[config.mk]
export PLATFORM = sky130hd
export DESIGN_NAME = mix_agc_controller
export DESIGN_NICKNAME = d
export VERILOG_FILES = /design/src/rtl/mix_agc_pkg.sv /design/src/rtl/mix_peak_tracker.sv /design/src/rtl/mix_agc_controller.sv
export SDC_FILE = /design/constraint.sdc
export NUM_CORES = 1
export LEC_CHECK = 0
export ABC_AREA = 1
export BUFFER_PORTS_ARGS = -buffer_cell sky130_fd_sc_hd__buf_2
export CELL_PAD_IN_SITES_DETAIL_PLACEMENT = 1
export CELL_PAD_IN_SITES_GLOBAL_PLACEMENT = 1
export CORE_UTILIZATION = 45
export DETAILED_ROUTE_END_ITERATION = 8
export PLACE_DENSITY = 0.92
export SETUP_SLACK_MARGIN = 0.4
export SYNTH_ARGS = -nofsm -noshare
export SYNTH_HDL_FRONTEND = slang
export SYNTH_SLANG_ARGS = --single-unit
[constraint.sdc]
create_clock -name clk -period 3.5 [get_ports clk]
set_input_delay 0.35 -clock clk [delete_from_list [all_inputs] [get_ports clk]]
set_output_delay 0.35 -clock clk [all_outputs]
set_load 0.01 [all_outputs]
[src/rtl/mix_agc_pkg.sv]
// Shared types and helpers for the mixer-path AGC sequencer.
// Holds the FSM state encoding, the VGA code range and the sample-magnitude conversion.
package mix_agc_pkg;

  typedef enum logic [1:0] {
    ST_IDLE    = 2'd0,
    ST_MEASURE = 2'd1,
    ST_DECIDE  = 2'd2,
    ST_SETTLE  = 2'd3
  } agc_state_e;

  localparam int VGA_W = 3;
  localparam logic [VGA_W-1:0] VGA_MAX = 3'd7;
  localparam int MAG_W = 7;

  // Offset-binary sample to distance from mid-scale: 0x80/0x7F -> 0, 0xFF/0x00 -> 127.
  function automatic logic [MAG_W-1:0] sample_mag(input logic [7:0] sample);
    return sample[7] ? sample[6:0] : ~sample[6:0];
  endfunction

endpackage

[src/rtl/mix_peak_tracker.sv]
// Running peak magnitude and full-scale (clip) counter for one measurement window.
// clear_i wins over accept_i; clip_reach_o flags the accept that brings the count to CLIP_CNT.
module mix_peak_tracker
  import mix_agc_pkg::*;
#(
  parameter logic [7:0] CLIP_CNT = 8'd8
) (
  input  logic             clk,
  input  logic             rst_n,
  input  logic             accept_i,
  input  logic             clear_i,
  input  logic [7:0]       digital_in_i,
  output logic [MAG_W-1:0] peak_o,
  output logic             clip_hit_o,
  output logic             clip_reach_o
);

  logic [MAG_W-1:0] mag;
  logic             is_full;
  logic [MAG_W-1:0] peak_q, peak_d;
  logic [7:0]       clip_cnt_q, clip_cnt_d;

  // NOTE: every always_comb output gets a default first, so no path can infer a latch.
  always_comb begin
    mag        = sample_mag(digital_in_i);
    is_full    = &mag;
    peak_d     = peak_q;
    clip_cnt_d = clip_cnt_q;
    if (clear_i) begin
      peak_d     = '0;
      clip_cnt_d = '0;
    end else if (accept_i) begin
      if (mag > peak_q) peak_d = mag;
      if (is_full && (clip_cnt_q != 8'hFF)) clip_cnt_d = clip_cnt_q + 8'd1;
    end
  end

  // NOTE: state registers use non-blocking assignments so all flops update together at the edge.
  // NOTE: only the async reset clears these flops; there is no memory array needing a reset loop.
  always_ff @(posedge clk or negedge rst_n) begin
    if (!rst_n) begin
      peak_q     <= '0;
      clip_cnt_q <= '0;
    end else begin
      peak_q     <= peak_d;
      clip_cnt_q <= clip_cnt_d;
    end
  end

  assign peak_o       = peak_q;
  assign clip_hit_o   = (clip_cnt_q >= CLIP_CNT);
  assign clip_reach_o = (clip_cnt_d >= CLIP_CNT);

endmodule

[src/rtl/mix_agc_controller.sv]
// Closed-loop AGC sequencer: windowed peak measurement, one-LSB hysteretic VGA steps,
// fast clip attack, and a settle interval after every gain change.
module mix_agc_controller
  import mix_agc_pkg::*;
#(
  parameter logic [15:0] WIN_LEN    = 16'd800,
  parameter logic [15:0] SETTLE_LEN = 16'd64,
  parameter logic [6:0]  HI_THRESH  = 7'd100,
  parameter logic [6:0]  LO_THRESH  = 7'd32,
  parameter logic [7:0]  CLIP_CNT   = 8'd8,
  parameter logic [2:0]  GAIN_INIT  = 3'd3
) (
  input  logic             clk,
  input  logic             rst_n,
  input  logic             agc_enable,
  input  logic             hold,
  input  logic             sample_valid,
  input  logic [7:0]       digital_in,
  output logic [VGA_W-1:0] vga_control,
  output logic             gain_changed,
  output logic             locked,
  output logic [MAG_W-1:0] peak_out,
  output logic [1:0]       agc_state
);

  localparam int MAX_LEN = (WIN_LEN > SETTLE_LEN) ? int'(WIN_LEN) : int'(SETTLE_LEN);
  localparam int CNT_W   = $clog2(MAX_LEN + 1);
  localparam logic [CNT_W-1:0] WIN_LAST    = CNT_W'(WIN_LEN - 16'd1);
  localparam logic [CNT_W-1:0] SETTLE_LAST = CNT_W'(SETTLE_LEN - 16'd1);
  localparam logic [CNT_W-1:0] CNT_ONE     = CNT_W'(1);

  agc_state_e       state_q;
  logic [CNT_W-1:0] cnt_q;
  logic [VGA_W-1:0] vga_q;
  logic             gain_changed_q;
  logic             locked_q;
  logic [MAG_W-1:0] peak_out_q;

  logic             accept;
  logic             clear;
  logic             attack;
  logic [MAG_W-1:0] peak;
  logic             clip_hit;
  logic             clip_reach;

  // The window is only live in MEASURE; every other state holds the tracker cleared.
  assign accept = agc_enable && (state_q == ST_MEASURE) && sample_valid && !hold;
  assign clear  = (state_q != ST_MEASURE);
  assign attack = clip_hit || (peak >= HI_THRESH);

  mix_peak_tracker #(
    .CLIP_CNT(CLIP_CNT)
  ) u_peak (
    .clk         (clk),
    .rst_n       (rst_n),
    .accept_i    (accept),
    .clear_i     (clear),
    .digital_in_i(digital_in),
    .peak_o      (peak),
    .clip_hit_o  (clip_hit),
    .clip_reach_o(clip_reach)
  );

  // One counter serves both the window and the settle interval; it is zeroed on every state change.
  always_ff @(posedge clk or negedge rst_n) begin
    if (!rst_n) begin
      state_q        <= ST_IDLE;
      cnt_q          <= '0;
      vga_q          <= GAIN_INIT;
      gain_changed_q <= 1'b0;
      locked_q       <= 1'b0;
      peak_out_q     <= '0;
    end else begin
      gain_changed_q <= 1'b0;
      if (!agc_enable) begin
        state_q <= ST_IDLE;
        cnt_q   <= '0;
      end else begin
        case (state_q)
          ST_IDLE: begin
            state_q <= ST_MEASURE;
            cnt_q   <= '0;
          end
          ST_MEASURE: begin
            if (accept) begin
              if ((cnt_q == WIN_LAST) || clip_reach) begin
                state_q <= ST_DECIDE;
                cnt_q   <= '0;
              end else begin
                cnt_q <= cnt_q + CNT_ONE;
              end
            end
          end
          ST_DECIDE: begin
            peak_out_q <= peak;
            cnt_q      <= '0;
            if (attack && (vga_q != VGA_MAX)) begin
              vga_q          <= vga_q + 3'd1;
              gain_changed_q <= 1'b1;
              locked_q       <= 1'b0;
              state_q        <= ST_SETTLE;
            end else if (!attack && (peak < LO_THRESH) && (vga_q != '0)) begin
              vga_q          <= vga_q - 3'd1;
              gain_changed_q <= 1'b1;
              locked_q       <= 1'b0;
              state_q        <= ST_SETTLE;
            end else begin
              // Saturated requests land here too; they are never in range, so locked drops.
              locked_q <= !attack && (peak >= LO_THRESH);
              state_q  <= ST_MEASURE;
            end
          end
          ST_SETTLE: begin
            if (cnt_q == SETTLE_LAST) begin
              state_q <= ST_MEASURE;
              cnt_q   <= '0;
            end else begin
              cnt_q <= cnt_q + CNT_ONE;
            end
          end
          default: begin
            state_q <= ST_IDLE;
            cnt_q   <= '0;
          end
        endcase
      end
    end
  end

  assign vga_control  = vga_q;
  assign gain_changed = gain_changed_q;
  assign locked       = locked_q;
  assign peak_out     = peak_out_q;
  assign agc_state    = state_q;

endmodule
==> impl_results.md, run 1 <==
* Status: complete, no violations
* Yosys reg bits at 39
* Worst slew margin at 0.3931
* Hold-fix buffers, CTS at 0
* Routability cong. at 0.8735
* CP arrival at 2.78 ns
* Total CTS buffers at 5
* I/O pin count at 27
* Worst-Skew Late Latency at ~0.30 ns
* Vias in the first global route at 2536
* Synth unique cells at 36
* Placed cell count at approximately 420
* Final Cell Area at between 2000 and 3000 um2
* Final WL at 6.932 mm
* Core area at about 5500 um2
* Resized cells post-CTS at 0
* Reg-to-reg startpoint: agc_state[1]
* Critical-path maximum fanout at 10
* Startpoint types: register
* Initial Util at 0.4658
* R2r setup slk at 0.96 ns
* Static Leak at ~1.5 nW
* Max Freq at 394.4 MHz
* Critical R2R Capture: cnt_q[8]
* Top area cells in the synthesized netlist: dfrtp_1, nand2_1, ha_1
* Met2 WL post-DR at 3.724 mm
* Reg2Reg Depth at 14
* Fin Clk Skew at 0.009286 ns
* Clock Tree Buf Depth at 2
* Wl on met1 at 2.888 mm
* Largest net degree at the start of global routing at 40
* H-Tree Depth at 2
* Max-cap violations at 0
* Post-synth top area cell: dfrtp_1
* Antenna violations before repair at 0
* DRT iter0 DRCs at 117
* Pwr dens at 464.8 nW/um2
* Mapped Cells at 327
* Final Hold Viols at 0
* Area after DPL at 2765 um2
* Die Width at 77.50 um
* Vias at 2343
* Slew @ Worst Pin at 0.9104 ns
* Register area share after synthesis at 0.3815
* Clock Sink Count at 39
* Avg WL per Cell at 16.16 um
* Total GRT Usage at 0.2505
* Setup Fix Bufs, Post-CTS at 0
* Maximum VDD drop at roughly 210 uV
* Via density at 5.462
* Crit. End Element: register
* Synth top area share at 0.3610
* Syn_nets at 355
* RSZ-0062 raised after global routing: no
* Die ar. at 6005 um2
* Ys Warns at 0
* Synthesis-to-finish area growth at 12.20%
* Tcrit/Tclk final at 0.7245
* TNS Setup at 0 ns
* Final nets at 384
* Crit path kind: reg2reg
* Mapped Avg Cell Area at ~8 um2
* Post-detail-place hpwl at 5.223 mm
* CP Data Required Time at 3.74 ns
* Endpoints failing setup at 0
* Antenna diode count at 0
* Most frequent cells after synthesis: nand2_1, inv_1, dfrtp_1, nor2_1, nand3_1
* Layout cells sized above 1 at 0.2017
* Max Slew Vio Count at 0
* Area of the multi-input gates at 1389 um2
* Cell Area, Synth at 2565 um2
* Minimum clock period at 2.536 ns
* Fill cell count at 710
* Detail Route Antenna Nets at 0
* Share of synthesized registers carrying an async set or reset at 1.000
* Layout Cells excl Fill at 429
* Worst Hold Class: in2async
* GR Overflow Total at 0
* Synth Flop Type: dfrtp_1
* First-pass GRT wire length at 11.81 mm
* Site row count at 27
* Clk pin slew, worst setup/hold paths at approximately 0.090 ns
* CTS tree: done
* DRC errors left at 0
* DR WL met3 at around 180 um
* Most common cell in the synthesized netlist: nand2_1
* CTS root buffer: clkbuf_8
* Die H at 77.50 um
* Drt first pass iters at 4
* Highest metal used: met4
* Post-synth EDFFs at 0
* I/O Buffers at 26
* Storage element area at 978.4 um2
[stage by stage]
step / hold slack [ns] / total power [W] / utilization / setup slack (ns)
floorplan: 0.05441 / 0.0008213 / - / 1.510
global placement: 0.4610 / 0.0009276 / 0.5022 / 1.054
detailed placement: 0.4823 / 0.0009613 / 0.5022 / 0.9792
CTS: 0.1930 / 0.001344 / 0.5226 / 0.9616
global route: 0.2350 / 0.001413 / 0.5226 / 0.7477
finish: 0.1767 / 0.001338 / 0.5226 / 0.9644
[kinds of logic (layout without fill, tap and decap cells)]
kind of cell | count (synthesis) | after routing | share of synthesized area
fa+ha+maj | 15 | 15 | 0.07610
compound gates | 35 | 35 | 0.07658
buf+inv | 49 | 79 | 0.07707
xor+xnor | 9 | 9 | 0.03805
flops | 39 | 39 | 0.3815
simple gates | 180 | 180 | 0.3507
[worst max-delay path by stage]
stage,start,endpoint,slack [ns]
after global placement,digital_in[7],u_peak.peak_o[5],1.05
final,agc_state[1],cnt_q[8],0.96
after CTS,agc_state[1],cnt_q[0],0.96
after floorplan,agc_state[1],cnt_q[5],1.51
after global routing,agc_state[1],cnt_q[8],0.75
after detailed placement,digital_in[7],u_peak.peak_o[5],0.98
[cell usage in the layout (no fill, tap or decap), types with 5 or more instances in the layout]
cell type / count
nand2_2: 10
nand4_1: 9
xor2_1: 5
nor2_1: 26
clkbuf_8: 5
inv_1: 40
buf_2: 26
o21ai_0: 15
nand3_1: 19
dfrtp_1: 37
ha_1: 14
nand2_1: 86
nor2_2: 5
nand3_2: 11
a21oi_1: 9
[final cells by class]
type | count | share of cell area
Multi-Input combinational cell | 239 | 0.4826
Sequential cell | 39 | 0.3400
Inverter | 43 | 0.05652
Timing Repair Buffer | 28 | 0.05043
Tap cell | 72 | 0.03130
Clock buffer | 5 | 0.02391
Clock inverter | 3 | 0.01522
[sequential cells by signal, summed over array words and instances (netlist names)]
signal,count
cnt_q,10
locked,1
vga_control,3
u_peak.peak_o,7
gain_changed,1
peak_out,7
u_peak.clip_cnt_q,8
agc_state,2
[critical path, cell delays in order (launching register included)]
cell and delay [ns]:
dfrtp_1 0.43, inv_1 0.10, ha_1 0.38, nand2_2 0.14, nor2_2 0.20, nand3b_1 0.17
nor2_1 0.19, nand4_1 0.12, nand2_1 0.11, nor2_2 0.05, nor2_2 0.15, nand2_2 0.09
nand2_4 0.17, nand3_2 0.09, nand2_1 0.09
[routing by layer]
layer  track usage  up-vias
li1              -     1111
met1        0.2960     1174
met2        0.4575       43
met3       0.03529       15
met4       0.09057        0
met5             0        -
[power by group]
part / internal [W] / switching (W) / total [W]
Sequential: 0.000496 / 0.0000497 / 0.000546
Combinational: 0.000134 / 0.000270 / 0.000404
Clock: 0.000212 / 0.000175 / 0.000388
Total: 0.000843 / 0.000495 / 0.00134
(Power assumes the default switching activity.)
==> inputs of run 2 (changes only) <==
--- a/config.mk
+++ b/config.mk
@@ -9,9 +9,9 @@
 export BUFFER_PORTS_ARGS = -buffer_cell sky130_fd_sc_hd__buf_2
 export CELL_PAD_IN_SITES_DETAIL_PLACEMENT = 1
 export CELL_PAD_IN_SITES_GLOBAL_PLACEMENT = 1
-export CORE_UTILIZATION = 45
+export CORE_UTILIZATION = 39
 export DETAILED_ROUTE_END_ITERATION = 8
-export PLACE_DENSITY = 0.92
+export PLACE_DENSITY = 0.85
 export SETUP_SLACK_MARGIN = 0.4
 export SYNTH_ARGS = -nofsm -noshare
 export SYNTH_HDL_FRONTEND = slang
==> constraint.sdc (replaced) <==
create_clock -name clk -period 2.3 [get_ports clk]
set_input_delay 0.23 -clock clk [delete_from_list [all_inputs] [get_ports clk]]
set_output_delay 0.23 -clock clk [all_outputs]
set_load 0.01 [all_outputs]
==> impl_results.md, run 2 (same netlist as run 1, synthesis figures left out) <==
* Final WL at between 7 and 8 mm
* Largest net degree at the start of global routing at 40
* CP arrival at 2.18 ns
* Highest metal used: met4
* Core area at 6350 um2
* Crit. End Element: register
* Maximum VDD drop at 491.6 uV
* Area after DPL at 2814 um2
* Die ar. at 6905 um2
* Worst-Skew Late Latency at 0.30 ns
* Max reg flops at 10
* CP Data Required Time at 2.49 ns
* Startpoint types: register
* Clock Sink Count at 39
* Vias at 2356
* Critical R2R Capture: cnt_q[6]
* DR WL met3 at 145 um
* Wl on met1 at 3.134 mm
* Site row count at 29
* Critical-path maximum fanout at 5
* Die Width at slightly above 80 um
* Antenna diode count at 0
* H-Tree Depth at 2
* Total CTS buffers at 5
* Initial Util at 0.4039
* Drt first pass iters at 4
* Final Cell Area at about 3200 um2
* Antenna violations before repair at 0
* Post-layout util at 0.5005
* First-pass GRT wire length at 11.85 mm
* Worst slew margin at 0.4075
* Final nets at 401
* Max Freq at ~500 MHz
* Max Slew Vio Count at 0
* Register bank with the most flops: cnt_q
* Avg WL per Cell at roughly 16 um
* DRT iter0 DRCs at 75
* Met2 WL post-DR at approximately 4 mm
* CTS tree: done
* Reg-to-reg startpoint: agc_state[1]
* Die H at between 80 and 90 um
* Commonest non-fill, non-tap cell in the layout: nand2_1
* Hold-fix buffers, CTS at 0
* Clock Tree Buf Depth at 2
* Max-cap violations at 0
* Pwr dens at 649.1 nW/um2
* Routability cong. at 0.8575
* Total GRT Usage at 0.2140
* Endpoints failing setup at 0
* Layout cells sized above 1 at 0.3262
* CTS root buffer: clkbuf_8
* I/O pin count at 27
* DRC errors left at 0
* Regs by FF count: cnt_q (10), u_peak.clip_cnt_q (8)
* Worst Hold Class: in2async
* Tcrit/Tclk final at 0.8629
* I/O Buffers at 26
* RSZ-0062 raised after global routing: yes
* Final Hold Viols at 0
* Status: complete, no violations
* Vias in the first global route at approximately 2600
* Slew @ Worst Pin at 0.8888 ns
* Reg2Reg Depth at 15
* Crit path kind: reg2reg
* Fin Clk Skew at 0.01082 ns
* Commonest cells after routing, fill and taps aside: nand2_1, inv_1, dfrtp_1, buf_2, buf_4
* Synthesis-to-finish area growth at 23.90%
* Static Leak at roughly 1.6 nW
* TNS Setup at 0 ns
* GR Overflow Total at 0
* Via density at 5.224
* Clk pin slew, worst setup/hold paths at 0.08 ns
* R2r setup slk at 0.32 ns
* Minimum clock period at 1.985 ns
* Post-detail-place hpwl at 4.868 mm
* Detail Route Antenna Nets at 0
## run 2: changes by cell type in the layout (fill, tap and decap cells not counted), moves of 3 or more
cell / previous run / this run
nand2_2: 10 / 16
ha_1: 14 / 11
nor2_4: 0 / 7
buf_4: 2 / 18
nand3_1: 19 / 16
nor2_1: 26 / 17
nand3_2: 11 / 14
nand2_1: 86 / 77
## run 2: power breakdown
part           total [W]  internal (W)  leakage (nW)  switching (W)
clock network   0.000467      0.000208        0.0477       0.000259
registers       0.000834      0.000757         0.533      0.0000770
logic           0.000762      0.000271         0.984       0.000491
## run 2: cell type report
| type | count | area (um2) |
|---|---|---|
| sequential | 39 | 979.7 |
| clock inverter | 3 | 15.01 |
| multi-input combinational | 240 | 1582 |
| clock buffer | 5 | 68.82 |
| timing repair buffer | 44 | 271.5 |
| tap | 77 | 96.34 |
| inverter | 43 | 165.2 |
| fill | 775 | 3172 |
## run 2: worst max-delay path: stages, from the launching register on
cell	delay (ns)
dfrtp_1	0.41
inv_2	0.09
ha_4	0.14
nand2_4	0.06
nor2_4	0.16
nand3b_1	0.13
nor2_2	0.11
nand3_1	0.09
nand2_1	0.09
nand2_2	0.06
nor2_4	0.11
nor2_4	0.06
nand2_4	0.13
nand2_8	0.08
nand3_2	0.09
nand2_1	0.06
## run 2: worst max-delay path by stage
stage               slack, ns                 start          endpoint
floorplan                0.35          agc_state[1]          cnt_q[5]
global placement         0.20         digital_in[7]  u_peak.peak_o[5]
detailed placement      -0.02         digital_in[7]  u_peak.peak_o[6]
CTS                      0.39  u_peak.clip_cnt_q[1]          cnt_q[9]
global route             0.18          agc_state[1]          cnt_q[6]
finish                   0.32          agc_state[1]          cnt_q[6]
## run 2: metrics by stage
step | hold slack, ns | std cells | power [W] | setup slack, ns
finish | 0.04369 | 451 | 0.002063 | 0.3153
global route | 0.09758 | 451 | 0.002180 | 0.1753
CTS | 0.08223 | 445 | 0.001999 | 0.3884
detailed placement | 0.4010 | 430 | 0.001473 | -0.02282
global placement | 0.3960 | 430 | 0.001436 | 0.1970
floorplan | -0.06559 | 327 | 0.001267 | 0.3526
## run 2: what timing repair did
action,in CTS,in global routing
pin swaps,8,14
resized for setup,24,23
setup buffers,6,6
endpoints found under the setup margin,19,21
cloned,1,0
## run 2: layer usage
metal / up-vias / track usage
li1: 1150 / -
met1: 1159 / 0.2522
met2: 35 / 0.3957
met3: 12 / 0.03380
met4: 0 / 0.06583
met5: - / 0
==> inputs of run 3 (changes only) <==
--- a/config.mk
+++ b/config.mk
@@ -11,6 +11,7 @@
 export CELL_PAD_IN_SITES_GLOBAL_PLACEMENT = 1
 export CORE_UTILIZATION = 39
 export DETAILED_ROUTE_END_ITERATION = 8
+export GPL_TIMING_DRIVEN = 0
 export PLACE_DENSITY = 0.85
 export SETUP_SLACK_MARGIN = 0.4
 export SYNTH_ARGS = -nofsm -noshare
==> impl_results.md, run 3 (same netlist as run 1, synthesis figures left out) <==
* Crit path kind: reg2reg
* Max Slew Vio Count at 0
* Final Hold Viols at 0
* Final WL at 7.400 mm
* Core area at 6350 um2
* Slew @ Worst Pin at 0.8953 ns
* Vias in the first global route at 2546
* Site row count at 29
* Synthesis-to-finish area growth at 24.98%
* Maximum VDD drop at 401.3 uV
* Fill cell count at 793
* Avg WL per Cell at 16.34 um
* Hold_ws at 0.05517 ns
* Worst Hold Class: in2async
* DRC errors left at 0
* Worst slew margin at 0.4031
* Largest net degree at the start of global routing at 40
* Critical-path maximum fanout at 6
* Critical R2R Capture: cnt_q[0]
* CTS tree: done
* Layout cells sized above 1 at 0.3032
* Detail Route Antenna Nets at 0
* Max Freq at 467.3 MHz
* Clock Tree Buf Depth at 2
* Clk pin slew, worst setup/hold paths at 0.08 ns
* Register bank with the most flops: cnt_q
* Commonest cells after routing, fill and taps aside: nand2_1, inv_1, dfrtp_1, buf_2, nor2_1
* First-pass GRT wire length at roughly 12 mm
* Setup crit start: agc_state[0]
* GR Overflow Total at 0
* I/O Buffers at 26
* Max reg flops at 10
* Fin Clk Skew at around 0.0054 ns
* Antenna diode count at 0
* Final nets at 403
* CP arrival at approximately 2.3 ns
* Static Leak at 1.599 nW
* Setup crit end: cnt_q[0]
* H-Tree Depth at 2
* Area of the multi-input gates at 1550 um2
* Flop pwr share at 0.367
* Endpoints failing setup at 0
* Via density at 5.342
* Die ar. at 6905 um2
* Dpl ws at -0.09866 ns
* Storage element area at 979.7 um2
* Clk network pwr share at 0.301
* Vias at around 2400
* Regs by FF count: cnt_q (10), u_peak.clip_cnt_q (8)
* Initial Util at 0.4039
* Combinational power share at 0.333
* Routability cong. at 0.8012
* Net load switching power at between 0.0008 and 0.0009 W
* Clock Sink Count at 39
* CP Data Required Time at 2.48 ns
* TNS Setup at 0 ns
* Max-cap violations at 0
* DRT iter0 DRCs at 96
* Die Width at 83.10 um
* Worst-Skew Late Latency at ~0.29 ns
* CTS root buffer: clkbuf_8
* Crit. End Element: register
* Reg2Reg Depth at 15
* Commonest non-fill, non-tap cell in the layout: nand2_1
* Pwr dens at 708.4 nW/um2
* Sw Share at 0.3542
* Minimum clock period at 2.140 ns
* Worst setup margin at 0.1599 ns
* Startpoint types: register
* Total power at roughly 0.0023 W
* Antenna violations before repair at 0
* Status: complete, no violations
* Drt first pass iters at 4
* Total GRT Usage at 0.2086
* Reg-to-reg startpoint: agc_state[0]
* Die H at 83.10 um
* Tcrit/Tclk final at 0.9305
* R2r setup slk at 0.16 ns
* Total CTS buffers at 5
* Hold-fix buffers, CTS at 0
* I/O pin count at 27
* RSZ-0062 raised after global routing: yes
* Int Pwr at 0.001466 W
* Post-detail-place hpwl at 4.763 mm
-- run 3: cell count changes in the layout (fill, tap and decap cells not counted), sizes merged --
| cell | previous run | this run |
|---|---|---|
| clkbuf | 5 | 10 |
| clkinv | 4 | 1 |
| buf | 44 | 42 |
| bufinv | 0 | 2 |
-- run 3: stage by stage --
| stage | utilization | instance area (um2) | instances |
|---|---|---|---|
| 2_1_floorplan | - | 2581 | 327 |
| 3_3_place_gp | 0.4422 | 2808 | 430 |
| 3_5_place_dp | 0.4422 | 2808 | 430 |
| 4_1_cts | 0.4810 | 3054 | 447 |
| 5_1_grt | 0.5048 | 3206 | 453 |
| 6_report | 0.5048 | 3206 | 453 |
-- run 3: timing repair --
action | 4_1_cts | 5_1_grt
setup buffers | 8 | 5
cloned | 1 | 1
gates resized for setup | 14 | 26
endpoints found under the setup margin | 22 | 21
pin swaps | 11 | 13
-- run 3: worst min-delay path by stage --
| stage | start | to | cells past startpoint |
|---|---|---|---|
| floorplan | rst_n | agc_state[0] | 0 |
| global placement | rst_n | cnt_q[7] | 1 |
| detailed placement | rst_n | cnt_q[7] | 1 |
| CTS | rst_n | cnt_q[7] | 1 |
| global route | rst_n | agc_state[1] | 1 |
| finish | rst_n | cnt_q[7] | 1 |
-- run 3: area by class of cell --
cell class	instances	share of cell area
Tap cell	77	0.03005
Multi-Input combinational cell	240	0.4836
Buffer	6	0.01522
Sequential cell	39	0.3056
Timing Repair Buffer	40	0.07338
Clock buffer	6	0.02264
Inverter	43	0.05074
Clock inverter	2	0.01874
-- run 3: layer usage --
metal,up-vias,wire [um],part of all wire,global-route usage
met3,15,159,0.021,0.02584
met2,47,3899,0.53,0.3845
li1,1151,-,-,-
met4,0,217,0.029,0.07210
met5,-,0,0,0
met1,1207,3124,0.42,0.2481
-- run 3: worst max-delay path, cell delays in order (launching register included) --
cell	delay (ns)
dfrtp_2	0.45
ha_4	0.15
buf_6	0.10
nand2_4	0.05
nor2_4	0.12
nand3b_1	0.16
nor2_2	0.18
nand3_1	0.10
nand2_1	0.10
nand2_2	0.07
nor2_4	0.12
nor2_4	0.07
nand2_4	0.11
nand2_4	0.10
nand3_2	0.08
nand2_1	0.05
-- run 3: power by group through the flow --
stage,clock [W],sequential [W],combinational (W)
after detailed placement,0,0.000842,0.000632
after global routing,0.000719,0.000841,0.000829
after floorplan,0,0.000850,0.000417
final,0.000683,0.000833,0.000755
after global placement,0,0.000840,0.000598
after CTS,0.000694,0.000832,0.000704
